===== src/rtl/param_fwft_fifo.sv =====
// ---------------------------------------------------------------------------
// param_fwft_fifo
//
// Synchronous first-word-fall-through FIFO. The oldest stored word is always
// presented on fifo_dout, so the consumer reads it and then pulses fifo_rd_en
// to pop it. A new word becomes visible one cycle after the write edge, with
// no read required.
//
// Parameters
//   DATA_WIDTH : width of each stored word
//   ADDR_WIDTH : pointer width; DEPTH = 2**ADDR_WIDTH entries
//   AF_THRESH  : fifo_almost_full asserts when fifo_count >= AF_THRESH
//   AE_THRESH  : fifo_almost_empty asserts when fifo_count <= AE_THRESH
//
// Ports
//   clk               : sole clock, rising edge
//   reset             : synchronous, active-high reset
//   fifo_din          : write data
//   fifo_wr_en        : write request
//   fifo_rd_en        : read request, pops the word currently on fifo_dout
//   fifo_dout         : oldest stored word, zero while empty
//   fifo_full         : DEPTH words stored
//   fifo_empty        : zero words stored
//   fifo_almost_full  : fill level at or above AF_THRESH
//   fifo_almost_empty : fill level at or below AE_THRESH
//   fifo_count        : current number of stored words, 0..DEPTH
//   fifo_overflow     : one-cycle pulse after a rejected write
//   fifo_underflow    : one-cycle pulse after a rejected read
// ---------------------------------------------------------------------------
module param_fwft_fifo #(
  parameter int DATA_WIDTH = 8,
  parameter int ADDR_WIDTH = 4,
  parameter int AF_THRESH  = (2 ** ADDR_WIDTH) - 2,
  parameter int AE_THRESH  = 2
) (
  input  logic                  clk,
  input  logic                  reset,
  input  logic [DATA_WIDTH-1:0] fifo_din,
  input  logic                  fifo_wr_en,
  input  logic                  fifo_rd_en,
  output logic [DATA_WIDTH-1:0] fifo_dout,
  output logic                  fifo_full,
  output logic                  fifo_empty,
  output logic                  fifo_almost_full,
  output logic                  fifo_almost_empty,
  output logic [ADDR_WIDTH:0]   fifo_count,
  output logic                  fifo_overflow,
  output logic                  fifo_underflow
);

  localparam int DEPTH = 2 ** ADDR_WIDTH;
  localparam int CNT_W = ADDR_WIDTH + 1;

  localparam logic [CNT_W-1:0] DEPTH_C = CNT_W'(DEPTH);
  localparam logic [CNT_W-1:0] AF_C    = CNT_W'(AF_THRESH);
  localparam logic [CNT_W-1:0] AE_C    = CNT_W'(AE_THRESH);

  logic [DATA_WIDTH-1:0] mem [DEPTH];
  logic [ADDR_WIDTH-1:0] wr_ptr;
  logic [ADDR_WIDTH-1:0] rd_ptr;
  logic [CNT_W-1:0]      count;

  logic wr_accept;
  logic rd_accept;

  // Status flags decode straight from the registered count so they always
  // agree with fifo_count in the same cycle.
  assign fifo_count        = count;
  assign fifo_full         = (count == DEPTH_C);
  assign fifo_empty        = (count == '0);
  assign fifo_almost_full  = (count >= AF_C);
  assign fifo_almost_empty = (count <= AE_C);

  // A read frees a slot at the same edge, so a full FIFO still accepts a
  // write when it is being popped in that cycle.
  assign rd_accept = fifo_rd_en && !fifo_empty;
  assign wr_accept = fifo_wr_en && (!fifo_full || rd_accept);

  // Fall-through output: zero when nothing is stored so stale memory never
  // leaks out after a drain or a reset.
  assign fifo_dout = fifo_empty ? '0 : mem[rd_ptr];

  // NOTE: the storage array has no reset; the empty flag masks its contents,
  // and leaving it unreset lets it map onto plain registers or RAM.
  always_ff @(posedge clk) begin
    if (wr_accept && !reset) begin
      mem[wr_ptr] <= fifo_din;
    end
  end

  // NOTE: all state updates use non-blocking assignments so every register
  // samples pre-edge values regardless of statement order.
  always_ff @(posedge clk) begin
    if (reset) begin
      wr_ptr         <= '0;
      rd_ptr         <= '0;
      count          <= '0;
      fifo_overflow  <= 1'b0;
      fifo_underflow <= 1'b0;
    end else begin
      // Pointers wrap naturally modulo DEPTH through their bit width.
      if (wr_accept) wr_ptr <= wr_ptr + 1'b1;
      if (rd_accept) rd_ptr <= rd_ptr + 1'b1;

      if (wr_accept && !rd_accept) begin
        count <= count + 1'b1;
      end else if (rd_accept && !wr_accept) begin
        count <= count - 1'b1;
      end

      fifo_overflow  <= fifo_wr_en && !wr_accept;
      fifo_underflow <= fifo_rd_en && !rd_accept;
    end
  end

endmodule


===== config.mk =====
export PLATFORM = sky130hd
export DESIGN_NAME = param_fwft_fifo
export DESIGN_NICKNAME = d
export VERILOG_FILES = /design/src/rtl/param_fwft_fifo.sv
export SDC_FILE = /design/constraint.sdc
export NUM_CORES = 1
export LEC_CHECK = 0
export ABC_AREA = 1
export CORE_ASPECT_RATIO = 1.5
export CORE_UTILIZATION = 40
export DETAILED_ROUTE_END_ITERATION = 12
export MAX_ROUTING_LAYER = met4
export PLACE_DENSITY = 0.58
export SLEW_MARGIN = 40
export SYNTH_ARGS = -nofsm -noshare
export SYNTH_HDL_FRONTEND = slang
export SYNTH_SLANG_ARGS = --single-unit

===== constraint.sdc =====
create_clock -name clk -period 2.9 [get_ports clk]
set_clock_uncertainty 0.1 [all_clocks]
set_input_delay 0.58 -clock clk [delete_from_list [all_inputs] [get_ports clk]]
set_output_delay 0.58 -clock clk [all_outputs]
set_load 0.05 [all_outputs]

=== After elaboration in Yosys (flattened, before gate mapping) ===
Memories as Yosys holds them, arrays and structs flattened. A register that Yosys moved wholly into a read port is not among the register bits.
Index checks and enable logic that the tools add are counted.

* Bits in registers: 15
* RAM bits: 128
* Bits of input ports: 12
* Output and inout bits: 19
* Logic and storage cells: 35
* Memories kept: 1

{| class="wikitable"
|+ Memory list
! name !! depth !! bits a word !! rd ports !! clocked after Yosys merged registers in !! wr ports !! line !! text
|-
| mem || 16 || 8 || 1 || 1 || 1 || 58 || <nowiki>logic [DATA_WIDTH-1:0] mem [DEPTH];</nowiki>
|}

* Add/sub/neg operators: 4
* $lt $le $gt $ge: 2
* Equality and inequality tests: 1
* Multiplexer cells: 7
* Reduce and logical (&&, ||, !) cells: 15

{| class="wikitable"
|+ Operators with widths
! operator !! count
|-
| 5-bit two-way mux || 2
|-
| 4-bit by 1-bit adder with 4-bit output, second input constant || 2
|-
| 4-bit two-way mux || 2
|-
| 8-bit two-way mux || 1
|-
| 1-bit logical AND || 7
|-
| 5-bit by 1-bit adder with 5-bit output, second input constant || 1
|-
| 5-bit == test, second input constant || 1
|-
| 5-bit by 4-bit greater-or-equal comparator with 1-bit output, second input constant || 1
|-
| 5-bit by 2-bit <= comparator with 1-bit output, second input constant || 1
|-
| 1-bit logical NOT || 5
|-
| 5-bit logical NOT || 1
|-
| 5-bit by 1-bit subtractor with 5-bit output, second input constant || 1
|-
| 1-bit two-way mux || 2
|-
| 2-bit nonzero test || 1
|-
| 1-bit logical OR || 1
|}

=== Logic depth before layout (Yosys ltp) ===
* Word-level depth: 9
* Depth in mapped cells: 14
* Depth with buffers taken out: 14

=== Worst setup path after synthesis ===
Ideal clock, no wire load.

* Path kind: register to output
* Start: register count[1], in the netlist fifo_count[1]
* End: output port fifo_dout[0]
* Arrival time: 2.438 ns
* Data required time: 2.220 ns
* Path slack: -0.218 ns
* Stages on the path, launching flop included: 5
* Path buffers: 0
* Cells stage by stage: dfxtp_1 nor2_1 nand3_1 clkinv_1 a21oi_1

* Word-level cells in the longest chain between the ends: 2

{| class="wikitable"
|+ Ends and longest elaborated chain
! element !! line !! text
|-
| from (decl) || 61 || <nowiki>logic [CNT_W-1:0] count;</nowiki>
|-
| from (signal assigned) || 106 || <nowiki>count <= count + 1'b1;</nowiki>
|-
| from (signal assigned) || 108 || <nowiki>count <= count - 1'b1;</nowiki>
|-
| 5-bit logical NOT || 70 || <nowiki>assign fifo_empty = (count == '0);</nowiki>
|-
| net fifo_empty || 43 || <nowiki>output logic fifo_empty,</nowiki>
|-
| 8-bit two-way mux || 81 || <nowiki>assign fifo_dout = fifo_empty ? '0 : mem[rd_ptr];</nowiki>
|-
| to (decl) || 41 || <nowiki>output logic [DATA_WIDTH-1:0] fifo_dout,</nowiki>
|}

The timed path passes the listed nets, and every way through them passes these cells.

==> impl_metrics.tcl <==
set metrics [dict create \
    layout_worst_path_cycle_share 0.9619 \
    path_class "flop to output port" \
    dieArea_mm2 0.01599 \
    synth-seq-cells 147 \
    cts.hold.buffers_added 0 \
    cts_root_buffer "clkbuf_16" \
    ir_drop_uv 644.4 \
    grt_overflow_total 0 \
    first_pass_iters 4 \
    hp-class "flop to flop" \
    tns_ns 0 \
    synth.distinct_cells 26 \
    m1WireLength_mm 5.580 \
    comb_power_share 0.347 \
    rsz0062_at_grt "false" \
    fillerInstances 1334 \
    p_total_w 0.007190 \
    cp.required_ns 2.22 \
    synthCells 563 \
    multi_input_area_mm2 0.001708 \
    ff2ff_path_depth 12 \
    area_growth_syn_to_layout_pct 21.20 \
    p_leak_nw 2.831 \
    rrSetupSlack_ns 0.41 \
    ios 31 \
    p_sw_frac 0.3436 \
    grt_pass1_wl_mm 22.54 \
    remaining_drc_errors 0 \
    dr.first_iter.drc_count 239 \
    route.met3.wl_um 496 \
    worstHoldStart "rd_ptr[2]" \
    die_h_um 154.4 \
    timing_max_transition_violations_final 0 \
    drv_cap 0 \
    cts_tree "done" \
    r2r-end "fifo_count[4]" \
    hold_end "rd_ptr[2]" \
    dp_hpwl_mm 9.495 \
    clock_path_buffers 2 \
    core-area_mm2 0.01507 \
    hold_viol 0 \
    avgSynthCellArea_um2 10.99 \
    seq_area_mm2 0.004228 \
    cp-end-kind "output port" \
    antenna_left 0 \
    max_freq_mhz 358.5 \
    vias_per_cell 5.029 \
    setup_viol 0 \
    slew_headroom 0.4660 \
    status "completed" \
    power_density_mw_per_mm2 958.4 \
    cts_htree_levels 4 \
    r2r_start "fifo_count[1]" \
    routed_wl_mm 14.16 \
    maxUsedRoutingLayer "met4" \
    grt_max_degree 33 \
    yosys_warnings 0 \
    crit_top_cell "nand2_1" \
    startpoint_type "flop" \
    worst_path_max_delay_cell "dfxtp_4" \
    p_sw_w 0.002470 \
    rows 55 \
    min_period_ns 2.789 \
    wl_met2_mm 7.715 \
    seq_area_frac_synth 0.6824 \
    min_path_cells 2 \
    slowest_delay_ns 0.41 \
    drive_gt1_frac 0.1230 \
    cts_buffers 17 \
    p_clk_frac 0.307 \
    path_buf_inv 3 \
    mappedNetlistNets 585 \
    seq_power_share 0.346 \
    arrival_ns 2.11 \
    cpLargestDelayFamily "buffers and inverters" \
    initial_core_util 0.4107 \
    cts_sinks 147 \
    clk_latency_ns 0.41 \
    diodes 0 \
    numPortBuffers 30 \
    tightest_slew_ns 0.7985 \
    clk_pin_slew_ns 0.06 \
    grt.total_usage 0.1935 \
    synth_area_mm2 0.006190 \
    p_int_w 0.004720 \
    grt_pass1_vias 4187 \
    finalNetCount 637 \
    grt_antenna_before_repair 0 \
    vias 4149 \
    post_drt_wl_per_cell_um 17.16 \
    place_congestion 0.8350 \
    path_max_fanout 22 \
    die_x_um 103.6 \
    cp_cell_sequence "inv_4 > buf_12 > nand2_1 > nand3_1 > nand3_1 > nand2_1 > nand2_1 > a21oi_1 > buf_12" \
]
[synth_stat cells (all sizes together)]
library cell / number / area [µm²]
nor3: 1 / 5.000
inv: 21 / 78.83
xnor2: 1 / 8.760
nand2b: 1 / 6.260
nand3: 105 / 525.5
nand2: 187 / 706.9
clkbuf: 4 / 25.02
ha: 9 / 112.6
a21oi: 18 / 90.09
nand4: 1 / 6.260
dfxtp: 19 / 380.4
or2: 1 / 6.260
o21ai: 8 / 40.03
clkinv: 1 / 3.750
nor2: 31 / 121.4
buf: 21 / 165.2
edfxtp: 128 / 3844
xor2: 5 / 43.79
fa: 1 / 20.02
[cell usage in the layout (no fill, tap or decap), drive strengths merged, types with 2 or more instances in the layout]
cell type / n
clkdlybuf4s50: 21
clkbuf: 18
nand3: 105
xor2: 5
edfxtp: 128
clkinvlp: 2
buf: 36
inv: 20
ha: 9
dfxtp: 19
a21oi: 18
nand2: 187
bufinv: 4
clkinv: 8
o21ai: 8
nor2: 31
[timing repair]
item,in CTS,in global routing
hold endpoints to repair,0,0
buffers inserted,2,0
setup endpoints to repair,7,8
resized for setup,5,5
[routing by layer]
layer  vias up  track usage
met5         -            -
met4         0      0.08282
met3        23      0.03245
met2        95       0.3487
met1      1998       0.2095
li1       2033            -
[stage by stage]
step / cell area (µm²) / worst slack (ns) / hold WS [ns] / utilization / cells
final: 7502 / 0.1106 / 0.3901 / 0.4978 / 825
after CTS: 7485 / 0.007207 / 0.3920 / 0.4966 / 825
after floorplan: 6190 / -0.2176 / 0.3468 / - / 563
after global routing: 7502 / 0.01790 / 0.4224 / 0.4978 / 825
after detailed placement: 6850 / 0.06014 / 0.3771 / 0.4545 / 793
after global placement: 6850 / 0.1436 / 0.3750 / 0.4545 / 793
[worst register-to-register path, stage by stage (launching register included)]
cell      delay (ns)
dfxtp_1         0.39
nor2_1          0.22
nand3_1         0.25
nand2_2         0.19
ha_1            0.20
inv_1           0.10
ha_1            0.32
or2_2           0.30
nand2_1         0.08
nand2b_1        0.06
nand2_1         0.05
nand2_1         0.05
a21oi_1         0.11
[final cells by class]
class	instances	share of cell area
Sequential cell	147	0.5635
Multi-Input combinational cell	369	0.2277
Timing Repair Buffer	58	0.08456
Clock buffer	18	0.05720
Tap cell	199	0.03319
Clock inverter	12	0.02201
Inverter	22	0.01184
[how the worst max path moves through the flow]
stage                  startpoint            end  cells past startpoint  slack (ns)
finish                       flop   fifo_dout[4]                      9        0.11
global route                 flop   fifo_dout[5]                      9        0.02
CTS                          flop   fifo_dout[0]                      8       0.007
detailed placement     fifo_rd_en  fifo_count[4]                     14        0.06
global placement       fifo_rd_en  fifo_count[4]                     14        0.14
floorplan           fifo_count[1]   fifo_dout[0]                      4       -0.22
[logic make-up (layout without fill, tap and decap cells)]
family	count (synthesis)	count (layout)	synth area share
DFF	147	147	0.6824
AOI/OAI and AO/OA	26	26	0.02102
xor gates and xnor gates	6	6	0.008490
buffers and inverters	47	110	0.04407
adders and majority gates	10	10	0.02143
and+or+nand+nor	327	327	0.2226
[state kept, by name (all words and copies together) (netlist names), named ones only]
name and count:
fifo_underflow 1, fifo_overflow 1, wr_ptr 4, mem 128
fifo_count 5, rd_ptr 4
[power groups by stage]
stage / combinational, W / sequential [W] / clock (W)
after floorplan: 0.00147 / 0.00260 / 0
after global routing: 0.00271 / 0.00251 / 0.00233
final: 0.00250 / 0.00249 / 0.00220
after CTS: 0.00249 / 0.00249 / 0.00224
after global placement: 0.00241 / 0.00252 / 0
after detailed placement: 0.00245 / 0.00253 / 0
No activity file was read; power rests on OpenSTA's default activity.
